[src/rtl/bit_align_link_ctrl_if.sv]
// Aligner-facing bundle of bit_align_link_ctrl: lock status in, realign request and shadowed thresholds out.
interface bit_align_link_ctrl_if;
    logic        i_bit_locked;
    logic        o_realign_req;
    logic [5:0]  o_cfg_err_th;
    logic [7:0]  o_cfg_verify_cnt_max;
    logic [15:0] o_cfg_lock_loss_to;

    modport master (
        input  i_bit_locked,
        output o_realign_req, o_cfg_err_th, o_cfg_verify_cnt_max, o_cfg_lock_loss_to
    );

    modport slave (
        output i_bit_locked,
        input  o_realign_req, o_cfg_err_th, o_cfg_verify_cnt_max, o_cfg_lock_loss_to
    );
endinterface

[src/rtl/bit_align_link_ctrl.sv]
// Bring-up/recovery sequencer for a GT RX bit aligner: shadowed config, acquisition timeout, bounded realign retries.
// Optional ALIGN_CTRL_GT_RESET_EN: FAILSAFE pulses o_rx_reset_req and restarts bring-up instead of halting.
module bit_align_link_ctrl #(
    parameter int ACQ_TIMEOUT = 4096,
    parameter int UP_HOLD     = 256,
    parameter int REQ_LEN     = 8,
    parameter int BACKOFF     = 64,
    parameter int MAX_RETRY   = 7,
    parameter int RST_LEN     = 16
) (
    input  logic                        clk,
    input  logic                        rst_n,
    input  logic                        rx_reset_done,
    input  logic                        rx_cdr_stable,
    bit_align_link_ctrl_if.master       aln,
    input  logic                        i_sw_realign,
    input  logic [5:0]                  i_cfg_err_th,
    input  logic [7:0]                  i_cfg_verify_cnt_max,
    input  logic [15:0]                 i_cfg_lock_loss_to,
    output logic                        o_link_up,
    output logic                        o_fail,
    output logic [3:0]                  o_retry_cnt,
    output logic [15:0]                 o_loss_cnt,
`ifdef ALIGN_CTRL_GT_RESET_EN
    output logic                        o_rx_reset_req,
`endif
    output logic [2:0]                  o_state
);

    typedef enum logic [2:0] {
        WAIT_RDY = 3'd0,
        ACQUIRE  = 3'd1,
        QUALIFY  = 3'd2,
        UP       = 3'd3,
        REALIGN  = 3'd4,
        BACKOFF_ST = 3'd5,
        FAILSAFE = 3'd6
    } state_t;

    function automatic int imax(input int a, input int b);
        return (a > b) ? a : b;
    endfunction

    // One shared timer serves every timed state; it restarts on each state change.
    localparam int TMR_LIM = imax(imax(imax(ACQ_TIMEOUT, UP_HOLD), imax(REQ_LEN, BACKOFF)), RST_LEN);
    localparam int TMR_W   = $clog2(TMR_LIM + 1);

    function automatic logic [TMR_W-1:0] tmr_inc(input logic [TMR_W-1:0] t);
        return (t == '1) ? t : t + 1'b1;
    endfunction

    function automatic logic [3:0] sat_inc4(input logic [3:0] c);
        return (c == 4'hF) ? c : c + 4'd1;
    endfunction

    function automatic logic [15:0] sat_inc16(input logic [15:0] c);
        return (c == 16'hFFFF) ? c : c + 16'd1;
    endfunction

    function automatic logic [5:0] san_err_th(input logic [5:0] v);
        return (v > 6'd16) ? 6'd16 : v;
    endfunction

    function automatic logic [7:0] san_verify(input logic [7:0] v);
        return (v == 8'd0) ? 8'd1 : v;
    endfunction

    function automatic logic [15:0] san_lock_to(input logic [15:0] v);
        return (v < 16'd2) ? 16'd2 : v;
    endfunction

    state_t           state, state_nxt;
    logic [TMR_W-1:0] tmr, tmr_nxt;
    logic [3:0]       retry_nxt;
    logic [15:0]      loss_nxt;
    logic             fail_nxt, req_nxt, up_nxt, load_cfg;
    logic             sw_q, sw_edge, ready;
`ifdef ALIGN_CTRL_GT_RESET_EN
    logic             rst_req_nxt;
`endif

    assign ready   = rx_reset_done & rx_cdr_stable;
    assign sw_edge = i_sw_realign & ~sw_q;
    assign o_state = state;

    always_comb begin
        state_nxt = state;
        tmr_nxt   = tmr_inc(tmr);
        retry_nxt = o_retry_cnt;
        loss_nxt  = o_loss_cnt;
        fail_nxt  = o_fail;
        req_nxt   = 1'b0;
        load_cfg  = 1'b0;
`ifdef ALIGN_CTRL_GT_RESET_EN
        rst_req_nxt = 1'b0;
`endif
        if (state != WAIT_RDY && !ready) begin
            state_nxt = WAIT_RDY;
            retry_nxt = 4'd0;
        end else begin
            case (state)
                WAIT_RDY: begin
                    load_cfg = 1'b1;
                    if (ready) state_nxt = ACQUIRE;
                end
                ACQUIRE: begin
                    if (sw_edge) begin
                        state_nxt = REALIGN;
                        retry_nxt = 4'd0;
                    end else if (aln.i_bit_locked) begin
                        state_nxt = QUALIFY;
                    end else if (tmr == TMR_W'(ACQ_TIMEOUT - 1)) begin
                        state_nxt = REALIGN;
                    end
                end
                QUALIFY: begin
                    if (sw_edge) begin
                        state_nxt = REALIGN;
                        retry_nxt = 4'd0;
                    end else if (!aln.i_bit_locked) begin
                        state_nxt = REALIGN;
                    end else if (tmr == TMR_W'(UP_HOLD - 1)) begin
                        state_nxt = UP;
                        retry_nxt = 4'd0;
`ifdef ALIGN_CTRL_GT_RESET_EN
                        fail_nxt  = 1'b0;
`endif
                    end
                end
                UP: begin
                    if (sw_edge) begin
                        state_nxt = REALIGN;
                        retry_nxt = 4'd0;
                    end else if (!aln.i_bit_locked) begin
                        state_nxt = REALIGN;
                        loss_nxt  = sat_inc16(o_loss_cnt);
                    end
                end
                REALIGN: begin
                    load_cfg = 1'b1;
                    if (tmr == '0 && o_retry_cnt == 4'(MAX_RETRY)) begin
                        state_nxt = FAILSAFE;
                        fail_nxt  = 1'b1;
                    end else begin
                        req_nxt = 1'b1;
                        if (tmr == '0) retry_nxt = sat_inc4(o_retry_cnt);
                        if (tmr == TMR_W'(REQ_LEN - 1)) state_nxt = BACKOFF_ST;
                    end
                end
                BACKOFF_ST: begin
                    if (sw_edge) begin
                        state_nxt = REALIGN;
                        retry_nxt = 4'd0;
                    end else if (tmr == TMR_W'(BACKOFF - 1)) begin
                        state_nxt = ACQUIRE;
                    end
                end
                FAILSAFE: begin
                    if (sw_edge) begin
                        state_nxt = REALIGN;
                        retry_nxt = 4'd0;
                        fail_nxt  = 1'b0;
                    end
`ifdef ALIGN_CTRL_GT_RESET_EN
                    else begin
                        rst_req_nxt = 1'b1;
                        if (tmr == TMR_W'(RST_LEN - 1)) begin
                            state_nxt = WAIT_RDY;
                            retry_nxt = 4'd0;
                        end
                    end
`endif
                end
                default: state_nxt = WAIT_RDY;
            endcase
        end
        if (state_nxt != state) tmr_nxt = '0;
        // Link is reported only while staying in UP, so any exit drops it on the same edge.
        up_nxt = (state == UP) && (state_nxt == UP);
    end

    always_ff @(posedge clk or negedge rst_n) begin
        if (!rst_n) begin
            state                    <= WAIT_RDY;
            tmr                      <= '0;
            sw_q                     <= 1'b0;
            o_retry_cnt              <= 4'd0;
            o_loss_cnt               <= 16'd0;
            o_fail                   <= 1'b0;
            o_link_up                <= 1'b0;
            aln.o_realign_req        <= 1'b0;
            aln.o_cfg_err_th         <= 6'd4;
            aln.o_cfg_verify_cnt_max <= 8'd8;
            aln.o_cfg_lock_loss_to   <= 16'd1024;
`ifdef ALIGN_CTRL_GT_RESET_EN
            o_rx_reset_req           <= 1'b0;
`endif
        end else begin
            state             <= state_nxt;
            tmr               <= tmr_nxt;
            sw_q              <= i_sw_realign;
            o_retry_cnt       <= retry_nxt;
            o_loss_cnt        <= loss_nxt;
            o_fail            <= fail_nxt;
            o_link_up         <= up_nxt;
            aln.o_realign_req <= req_nxt;
`ifdef ALIGN_CTRL_GT_RESET_EN
            o_rx_reset_req    <= rst_req_nxt;
`endif
            if (load_cfg) begin
                aln.o_cfg_err_th         <= san_err_th(i_cfg_err_th);
                aln.o_cfg_verify_cnt_max <= san_verify(i_cfg_verify_cnt_max);
                aln.o_cfg_lock_loss_to   <= san_lock_to(i_cfg_lock_loss_to);
            end
        end
    end

endmodule
[src/flat_wrapper.sv]
// flat-port wrapper written by rule: the top's interface ports become plain ports
module bit_align_link_ctrl_flat 
#(
    parameter int ACQ_TIMEOUT = 4096,
    parameter int UP_HOLD     = 256,
    parameter int REQ_LEN     = 8,
    parameter int BACKOFF     = 64,
    parameter int MAX_RETRY   = 7,
    parameter int RST_LEN     = 16
)
  (clk, rst_n, rx_reset_done, rx_cdr_stable, i_sw_realign, i_cfg_err_th, i_cfg_verify_cnt_max, i_cfg_lock_loss_to, o_link_up, o_fail, o_retry_cnt, o_loss_cnt, o_state, aln_i_bit_locked, aln_o_realign_req, aln_o_cfg_err_th, aln_o_cfg_verify_cnt_max, aln_o_cfg_lock_loss_to);
  bit_align_link_ctrl_if aln_i ();
  input  logic clk;
  input  logic rst_n;
  input  logic rx_reset_done;
  input  logic rx_cdr_stable;
  input  logic i_sw_realign;
  input  logic [5:0] i_cfg_err_th;
  input  logic [7:0] i_cfg_verify_cnt_max;
  input  logic [15:0] i_cfg_lock_loss_to;
  output logic o_link_up;
  output logic o_fail;
  output logic [3:0] o_retry_cnt;
  output logic [15:0] o_loss_cnt;
  output logic [2:0] o_state;
  input wire logic [$bits(aln_i.i_bit_locked)-1:0] aln_i_bit_locked;
  output wire logic [$bits(aln_i.o_realign_req)-1:0] aln_o_realign_req;
  output wire logic [$bits(aln_i.o_cfg_err_th)-1:0] aln_o_cfg_err_th;
  output wire logic [$bits(aln_i.o_cfg_verify_cnt_max)-1:0] aln_o_cfg_verify_cnt_max;
  output wire logic [$bits(aln_i.o_cfg_lock_loss_to)-1:0] aln_o_cfg_lock_loss_to;
  assign aln_i.i_bit_locked = aln_i_bit_locked;
  assign aln_o_realign_req = aln_i.o_realign_req;
  assign aln_o_cfg_err_th = aln_i.o_cfg_err_th;
  assign aln_o_cfg_verify_cnt_max = aln_i.o_cfg_verify_cnt_max;
  assign aln_o_cfg_lock_loss_to = aln_i.o_cfg_lock_loss_to;
  bit_align_link_ctrl #(.ACQ_TIMEOUT(ACQ_TIMEOUT), .UP_HOLD(UP_HOLD), .REQ_LEN(REQ_LEN), .BACKOFF(BACKOFF), .MAX_RETRY(MAX_RETRY), .RST_LEN(RST_LEN)) u_core (.clk(clk), .rst_n(rst_n), .rx_reset_done(rx_reset_done), .rx_cdr_stable(rx_cdr_stable), .aln(aln_i), .i_sw_realign(i_sw_realign), .i_cfg_err_th(i_cfg_err_th), .i_cfg_verify_cnt_max(i_cfg_verify_cnt_max), .i_cfg_lock_loss_to(i_cfg_lock_loss_to), .o_link_up(o_link_up), .o_fail(o_fail), .o_retry_cnt(o_retry_cnt), .o_loss_cnt(o_loss_cnt), .o_state(o_state));
endmodule
[config.mk]
export PLATFORM = sky130hd
export DESIGN_NAME = bit_align_link_ctrl_flat
export DESIGN_NICKNAME = d
export VERILOG_FILES = /design/src/rtl/bit_align_link_ctrl_if.sv /design/src/rtl/bit_align_link_ctrl.sv /design/src/flat_wrapper.sv
export SDC_FILE = /design/constraint.sdc
export NUM_CORES = 1
export LEC_CHECK = 0
export ABC_AREA = 1
export CAP_MARGIN = 10
export CORE_MARGIN = 2
export CORE_UTILIZATION = 45
export CTS_CLUSTER_SIZE = 30
export DETAILED_ROUTE_END_ITERATION = 12
export PLACE_DENSITY_LB_ADDON = 0.15
export SLEW_MARGIN = 20
export SYNTH_ARGS = -nofsm -noshare
export SYNTH_HDL_FRONTEND = slang
export SYNTH_SLANG_ARGS = --single-unit
export TNS_END_PERCENT = 30
[constraint.sdc]
create_clock -name clk -period 1.9 [get_ports clk]
set_input_delay 0.285 -clock clk [delete_from_list [all_inputs] [get_ports clk]]
set_output_delay 0.285 -clock clk [all_outputs]
set_load 0.02 [all_outputs]
After elaboration in Yosys (flattened, before gate mapping)
Cells that the tools add are included.
{ "classes": {"n_addsub": 3, "magnitude_cmp": 2, "eq_ne": 25, "n_mux": 38, "n_bitwise": 7, "n_reduce_logical": 15} }
{ "ops": {"columns": ["cell", "count"], "rows": [
  ["3-bit two-way mux", 15],
  ["4-bit two-way mux", 8],
  ["13-bit two-way mux", 2],
  ["3-bit one-hot mux with 7 select lines", 1],
  ["16-bit by 1-bit adder with 16-bit output, second input constant", 1],
  ["16-bit equality test, second input constant", 1],
  ["16-bit by 2-bit less-than comparator with 1-bit output, second input constant", 1],
  ["16-bit two-way mux", 1],
  ["13-bit by 1-bit adder with 13-bit output, second input constant", 1],
  ["13-bit by 12-bit equality test with 1-bit output, second input constant", 1],
  ["13-bit equality test, second input constant", 1],
  ["13-bit by 3-bit equality test with 1-bit output, second input constant", 1],
  ["13-bit by 6-bit equality test with 1-bit output, second input constant", 1],
  ["13-bit by 8-bit equality test with 1-bit output, second input constant", 1],
  ["13-bit logical NOT", 1],
  ["4-bit one-hot mux with 3 select lines", 1],
  ["3-bit by 2-bit equality test with 1-bit output, second input constant", 3],
  ["3-bit equality test, second input constant", 3],
  ["8-bit logical NOT", 1],
  ["8-bit two-way mux", 1],
  ["1-bit two-way mux", 7],
  ["7-bit AND reduction", 1],
  ["6-bit by 5-bit greater-than comparator with 1-bit output, second input constant", 1],
  ["6-bit two-way mux", 1],
  ["other kinds (24)", 34]
]} }
{ "word_totals": {"reg_bits": 70, "out_inout_bits": 56, "word_cells": 101} }

Longest topological paths before layout
Gate-level depths: netlist (run 1).
{ "depth": {"ltp_word": 8, "depth_mapped": 14} }

Worst setup path after synthesis (run 1)
OpenSTA, ideal clock, no wires.
{ "synth_path": {"path_kind": "flip-flop to flip-flop", "from": "reg u_core.o_loss_cnt[0]", "to": "reg u_core.o_loss_cnt[8]", "t_arrival_ns": 1.690, "t_required_ns": 1.766, "setup_slack_ns": 0.076, "path_stages_with_launch": 10, "path_buffers": 0, "cell_sequence": "dfrtp_1 > ha_1 > nand2_1 > nor3_2 > nand4_1 > nand2_2 > inv_4 > nand2_4 > nor2_4 > xor2_1"} }
{ "synth_between": {"elab_chain_cells": 3} }
{ "synth_rtl": {"columns": ["item", "line", "source"], "rows": [
  ["from (decl)", "bit_align_link_ctrl.sv:23", "output logic [15:0] o_loss_cnt,"],
  ["from (signal assigned)", "bit_align_link_ctrl.sv:203", "o_loss_cnt <= loss_nxt;"],
  ["branches (longest 3 deep; another with 16-bit by 1-bit adder with 16-bit output)", null, null]
]} }
Several ways; the timed one is not identified.
A chain may end at the register's enable or synchronous reset.

Worst setup path in the final report (run 1)
{ "layout_path": {"from": "reg u_core.tmr[6]", "to": "reg u_core.tmr[1]"} }
{ "layout_between": {"elab_chain_cells": 8} }
{ "layout_rtl": {"columns": ["item", "line", "source"], "rows": [
  ["from (decl)", "bit_align_link_ctrl.sv:73", "logic [TMR_W-1:0] tmr, tmr_nxt;"],
  ["from (signal assigned)", "bit_align_link_ctrl.sv:200", "tmr <= tmr_nxt;"],
  ["13-bit by 8-bit equality test with 1-bit output / 13-bit by 12-bit equality test with 1-bit output (equally long branches)", "bit_align_link_ctrl.sv:122, bit_align_link_ctrl.sv:112", null],
  ["3-bit two-way mux, on equally long branches", "bit_align_link_ctrl.sv:122, bit_align_link_ctrl.sv:112", null],
  ["3-bit two-way mux, on equally long branches", "bit_align_link_ctrl.sv:120, bit_align_link_ctrl.sv:110", null],
  ["3-bit two-way mux, on equally long branches", "bit_align_link_ctrl.sv:117, bit_align_link_ctrl.sv:107", null],
  ["3-bit one-hot mux with 7 select lines", "bit_align_link_ctrl.sv:101", "case (state)"],
  ["3-bit two-way mux", "bit_align_link_ctrl.sv:97", "if (state != WAIT_RDY && !ready) begin"],
  ["3-bit inequality test", "bit_align_link_ctrl.sv:177", "if (state_nxt != state) tmr_nxt = '0;"],
  ["2-bit inequality test (no line) / 13-bit two-way mux (equally long branches)", null, null]
]} }
Several ways; a longest one is shown, not always the timed one.

==> results of run 1 <==
## kinds of logic (layout without fill, tap and decap cells)
| family | Yosys count | in the layout |
|---|---|---|
| simple gates | 273 | 273 |
| flops | 70 | 70 |
| buf+inv | 60 | 194 |
| compound gates | 25 | 25 |
| xor+xnor | 21 | 21 |
| fa+ha+maj | 4 | 4 |
## cell usage in the layout, fill, tap and decap left out, drive strengths merged, types with 6 or more instances in the layout
| cell type | netlist | layout |
|---|---|---|
| clkbuf | 4 | 10 |
| nor2 | 58 | 58 |
| nand2 | 150 | 150 |
| nand4 | 6 | 6 |
| dfrtp | 67 | 67 |
| o21ai | 13 | 13 |
| xor2 | 17 | 17 |
| clkdlybuf4s50 | 0 | 89 |
| nor4 | 11 | 11 |
| nand3 | 38 | 38 |
| buf | 4 | 35 |
| inv | 51 | 51 |
| nor3 | 9 | 9 |
## power groups by stage
stage          Sequential, W  Clock [W]  Combinational, W
2_1_floorplan        0.00259          0           0.00153
6_report             0.00216    0.00103           0.00382
3_3_place_gp         0.00216          0           0.00340
5_1_grt              0.00222    0.00112           0.00418
3_5_place_dp         0.00217          0           0.00345
4_1_cts              0.00215    0.00106           0.00348
## synthesized netlist by cell type (3+ instances only)
cell type | instances | share of area [%]
nor2_2 | 15 | 2.6
xor2_1 | 17 | 4.1
inv_2 | 10 | 1.0
nor2_4 | 4 | 1.2
xnor2_1 | 3 | 0.72
nor4_1 | 9 | 1.5
inv_1 | 40 | 4.1
o21ai_0 | 11 | 1.5
nand3_1 | 35 | 4.8
nand2_2 | 4 | 0.68
dfstp_2 | 3 | 2.2
dfrtp_1 | 67 | 46
ha_1 | 4 | 1.4
nor3_1 | 7 | 0.96
nand3_2 | 3 | 0.82
clkbuf_1 | 4 | 0.41
nand4_1 | 6 | 1.0
nand2_1 | 143 | 15
a21oi_1 | 3 | 0.41
nand2_4 | 3 | 0.92
nor2_1 | 39 | 4.0
## through the flow
step,cell area [µm²],instances
global placement,4910,666
floorplan,3660,453
detailed placement,4910,666
CTS,5090,682
global route,5300,689
finish,5300,689
## final cells by class
cell class | count | area (µm²) | area share [%]
Clock buffer | 9 | 124 | 2.34
Clock inverter | 6 | 40.0 | 0.755
Inverter | 52 | 198 | 3.73
Multi-Input combinational cell | 323 | 1810 | 34.2
Sequential cell | 70 | 1760 | 33.1
Tap cell | 102 | 128 | 2.41
Timing Repair Buffer | 127 | 1240 | 23.5
## how the worst min path moves through the flow
stage,from,endpoint,slack [ns],cells past startpoint
final,rst_n,u_core.o_loss_cnt[4],0.42,2
after global placement,rst_n,u_core.o_loss_cnt[3],0.27,1
after global routing,rst_n,u_core.o_loss_cnt[5],0.46,2
after floorplan,rst_n,u_core.aln.o_cfg_err_th[0],-0.01,0
after CTS,rst_n,u_core.o_loss_cnt[3],0.43,2
after detailed placement,rst_n,u_core.o_loss_cnt[3],0.27,1
## critical path: cells and delay by family, from the launching register on
kind / cells / cell delay [ns]
buf+inv: 1 / 0.15
flops: 1 / 0.45
simple gates: 11 / 1.16
## state kept, by name (all words and copies together), names as in the netlist
register	flops
u_core.o_link_up	1
u_core.o_retry_cnt	4
u_core.aln.o_cfg_lock_loss_to	16
u_core.aln.o_cfg_verify_cnt_max	8
u_core.o_fail	1
u_core.o_loss_cnt	16
u_core.o_state	3
u_core.sw_q	1
u_core.aln.o_cfg_err_th	6
u_core.tmr	13
u_core.aln.o_realign_req	1
## what timing repair did
action | in CTS | in global routing
cloned | 0 | 1
hold buffers | 1 | 0
buffers inserted | 0 | 6
pin swaps | 0 | 8
resized for setup | 3 | 37
endpoints found under the hold margin | 18 | 0
endpoints found under the setup margin | 5 | 18
## layer usage
layer  wire, µm  up-vias  part of all wire, %  track usage (%)
met5          0        -                    0                0
met4        180        0                  2.0             7.97
met3        401       13                  4.4             4.82
met2       4590       76                   50             36.2
met1       4020     1615                   44             27.2
li1           -     1693                    -                -
==> reports/results.ini, run 1 <==
[status]
status = finished clean

[timing]
finalClockSkew_ns = 0.0110
setup-violations-final = 0
fin_tns_setup_ns = 0
period_needed_ns = 1.84
fmax_mhz = 544
drv_slew = 0
whs_ns = 0.418
tightest_slew_ns = 0.470
rsz0062_at_grt = true
setup_slack_ns = 0.0620
fin_crit_sh_pct = 96.7
slew_headroom_pct = 68.7
finalHoldViolations = 0

[critical_path]
r2r_end = u_core.tmr[1]
critPathLaunchType = flip-flop
cp-startpoint = u_core.tmr[6]
cp_common_cell = nand2_2
cp.required_ns = 2.16
max_stage_delay_ns = 0.45
cp_data_arrival_time_ns = 2.10
r2r_slack_ns = 0.06
r2r-start = u_core.tmr[6]
crit_fanout = 7
critPathCapture = u_core.tmr[1]
worstSetupEndpointType = flip-flop
slowest_stage = dfrtp_2
r2r_cells = 12
path_class = reg2reg
crit_chain = nor2_2 > nand2_1 > nor2_4 > nand3_4 > nand3_2 > nand3_2 > nand2_2 > nand2_2 > nand2_2 > nand3_4 > buf_12 > nor2_1

[die]
chipWidth_um = 94.2
dieArea_mm2 = 0.00888
io_pins = 92
rows = 32
coreArea_mm2 = 0.00781
start_util_pct = 46.9
die_h_um = 94.2

[grt]
grt_pass1_wl_um = 15100
grt_pass1_vias = 3320
grt_use_total_pct = 21.6
antenna_found_initial = 0
grt_max_degree = 36
grt_overflow_total = 0

[layout]
fillers = 621
nets = 623
layout-drive-gt1-share_pct = 22.3
antennaDiodeCount = 0
areaGrowthSynthToFinish_pct = 44.8
final_util_pct = 67.9

[synth]
synth_top_family_by_area = simple AND/OR/NAND/NOR gates
yosysUniqueCellTypes = 38
synthXorXnorAreaFrac_pct = 5.23
seq_area_frac_synth_pct = 47.9
syn_nets = 493
ys_ff_latch = 70
synth-edff-count = 0
yosys.area_share.simple_pct = 34.6
syn_inst = 453
async_flop_share_pct = 100
syn_avg_cell_area_um2 = 8.09
yosys_warnings = 0
syn_area_mm2 = 0.00366
synthMuxAreaShare_pct = 0
synth_compound_area_share_pct = 4.23
synth_fa_ha_area_share_pct = 1.37
synth_flop_cell = dfrtp_1

[power_and_ir_drop]
power_density_mw_per_mm2 = 1320
p_total_w = 0.00702
vdd_drop_max_uv = 1310
p_switching_w = 0.00299
clkPwrFrac_pct = 14.7
p_leak_nw = 2.51
p_comb_share_pct = 54.5
p_sw_share_pct = 42.6
seqPwrFrac_pct = 30.8
p_int_w = 0.00403

[placed_design]
place_hpwl_um = 6720
port_buffers = 91
pre_cts_ws_ns = -0.193
finalWeightedCongestion = 0.866

[route]
initialDrtViolationCount = 173
routed_wl_um = 9190
routedWlPerCell_um = 13.3
via_count = 3397
viasPerCell = 4.93
dr.pass1.iters = 4
drc_errors = 0
ant_nets = 0

[clock_tree]
cts.sinks = 70
htreeDepth = 3
worstSkewPairLatency_ns = 0.34
clkSlewWorstSetupHoldPaths_ns = 0.08
root_buffer = clkbuf_8
numCtsBuffers = 9
cts_buffer_depth = 2
tritoncts = yes

[flow_run]
cap_violations = 0

[hold_path]
hp-class = in2async

No activity file was read; power rests on OpenSTA's default activity.
==> inputs of run 2 (changes only) <==
--- a/config.mk
+++ b/config.mk
@@ -6,9 +6,12 @@
 export NUM_CORES = 1
 export LEC_CHECK = 0
 export ABC_AREA = 1
+export ABC_CLOCK_PERIOD_IN_PS = 1900
 export CAP_MARGIN = 10
+export CELL_PAD_IN_SITES_DETAIL_PLACEMENT = 1
+export CELL_PAD_IN_SITES_GLOBAL_PLACEMENT = 2
 export CORE_MARGIN = 2
-export CORE_UTILIZATION = 45
+export CORE_UTILIZATION = 25
 export CTS_CLUSTER_SIZE = 30
 export DETAILED_ROUTE_END_ITERATION = 12
 export PLACE_DENSITY_LB_ADDON = 0.15
==> run 2 against run 1 <==
Against the previous run: global-route usage down 6.5 points; clock skew is 0.0052 ns lower; sequential power about the same; register-to-register slack got worse by 0.04 ns; routed wire length is 24% higher.
==> reports/results.ini, run 2 (synthesis gave the netlist of run 1 again) <==
[status]
status = finished clean

[timing]
fmax_mhz = 532
setup-violations-final = 0
drv_slew = 0
whs_ns = 0.415
rsz0062_at_grt = true
finalClockSkew_ns = 0.00582
tightest_slew_ns = 0.531
finalHoldViolations = 0
period_needed_ns = 1.88
slew_headroom_pct = 64.3
fin_crit_sh_pct = 98.9

[power_and_ir_drop]
power_density_mw_per_mm2 = 1380
vdd_drop_max_uv = 669
p_leak_nw = 2.67

[clock_tree]
worstSkewPairLatency_ns = 0.34
cts.sinks = 70
tritoncts = yes
htreeDepth = 3
clkSlewWorstSetupHoldPaths_ns = 0.06
root_buffer = clkbuf_16
cts_buffer_depth = 2
numCtsBuffers = 9

[die]
die_h_um = 125
coreArea_mm2 = 0.0144
start_util_pct = 25.4
io_pins = 92
chipWidth_um = 125
rows = 44
dieArea_mm2 = 0.0156

[layout]
fillers = 1717
mostFrequentLayoutCell = nand2_1
final_area_mm2 = 0.00570
reg.largest.list = u_core.aln.o_cfg_lock_loss_to x16, u_core.o_loss_cnt x16, u_core.tmr x13
layout-drive-gt1-share_pct = 25.7
multi_input_area_mm2 = 0.00182
final_cell_mix = nand2_1 (135), clkdlybuf4s50_1 (90), dfrtp_1 (61), buf_4 (44), inv_1 (37)
areaGrowthSynthToFinish_pct = 55.5
instances_no_fill = 787
regArea_mm2 = 0.00176
antennaDiodeCount = 0
nets = 638

[grt]
grt_use_total_pct = 15.1
top_usage_layer = met2
grt_pass1_vias = 3830
grt_pass1_wl_um = 18900
antenna_found_initial = 0
grtUsageMet1_pct = 18.8
grt_use_met3_pct = 3.38
grt_use_met2_pct = 25.1
grt_overflow_total = 0
grt_max_degree = 44

[critical_path]
r2r_cells = 14
path_delay_family = simple AND/OR/NAND/NOR gates
cp_data_arrival_time_ns = 2.10
cp-startpoint = u_core.tmr[1]
worstSetupEndpointType = flip-flop
r2r_slack_ns = 0.02
cp.required_ns = 2.13
crit_fanout = 6
cp_num_cells = 14
critPathCapture = u_core.tmr[6]
cp.buffers_inverters = 2
critPathLaunchType = flip-flop
crit_chain = ha_4 > buf_6 > nand2_2 > nor2_2 > nand3_2 > nor2_4 > nand3_2 > nand3_2 > nand2_2 > nand2_2 > nand2_2 > nand3_4 > clkbuf_16 > nor2_2
path_class = reg2reg
r2r-start = u_core.tmr[1]
max_stage_delay_ns = 0.40
slowest_stage = dfrtp_1
cp_common_cell = nand2_2
r2r_end = u_core.tmr[6]

[route]
viasPerCell = 4.43
initialDrtViolationCount = 141
dr.pass1.iters = 4
via_count = 3483
routed_wl_um = 11400
routedWlPerCell_um = 14.5
ant_nets = 0
drc_errors = 0

[flow_run]
cap_violations = 0

[placed_design]
port_buffers = 91
placed_area_mm2 = 0.00515
place_hpwl_um = 8460
finalWeightedCongestion = 0.774
dp_cells = 764

[hold_path]
hp-class = in2async

-- run 2: metrics by stage --
stage / power (W) / setup TNS, ns / setup WS (ns) / utilization [%]
after floorplan: 0.00412 / 0 / 0.0762 / -
after global placement: 0.00567 / -1.86 / -0.148 / 35.7
after detailed placement: 0.00573 / -3.00 / -0.227 / 35.7
after CTS: 0.00761 / 0 / 0.0266 / 38.1
after global routing: 0.00845 / -1.44 / -0.0948 / 39.5
final: 0.00786 / 0 / 0.0210 / 39.5
-- run 2: final cells by class --
type	instances	share of cell area, %
well taps	184	4.04
flip-flops and latches	70	30.9
repair buffers	142	24.2
inverters	52	3.51
clock buffers	11	4.44
multi-input cells	323	31.9
clock inverters	5	1.01
-- run 2: worst min path at each step --
stage	startpoint	endpoint	slack, ns	cells past startpoint
finish	rst_n	u_core.o_loss_cnt[4]	0.41	2
CTS	rst_n	u_core.o_loss_cnt[3]	0.43	2
global placement	rst_n	u_core.o_loss_cnt[4]	0.24	1
floorplan	rst_n	u_core.aln.o_cfg_err_th[0]	-0.01	0
global route	rst_n	u_core.o_loss_cnt[5]	0.46	2
detailed placement	rst_n	u_core.o_loss_cnt[9]	0.25	1
-- run 2: power by group --
part / internal [W] / switching (W) / total, W
Sequential: 0.00192 / 0.000251 / 0.00217
Combinational: 0.00165 / 0.00226 / 0.00392
Clock: 0.00109 / 0.000694 / 0.00178
Total: 0.00466 / 0.00321 / 0.00786
-- run 2: repair_timing --
item                                    4_1_cts  5_1_grt
endpoints found under the hold margin        27        0
hold buffers                                  1        0
buffers inserted                              2        3
pin swaps                                     0       10
gates resized for setup                       3       46
cloned                                        0        1
endpoints found under the setup margin        7       25
-- run 2: metal layers --
layer | up-vias | part of all wire [%]
met3 | 13 | 4.5
met5 | - | 0
met1 | 1680 | 45
met4 | 0 | 1.8
li1 | 1727 | -
met2 | 63 | 48
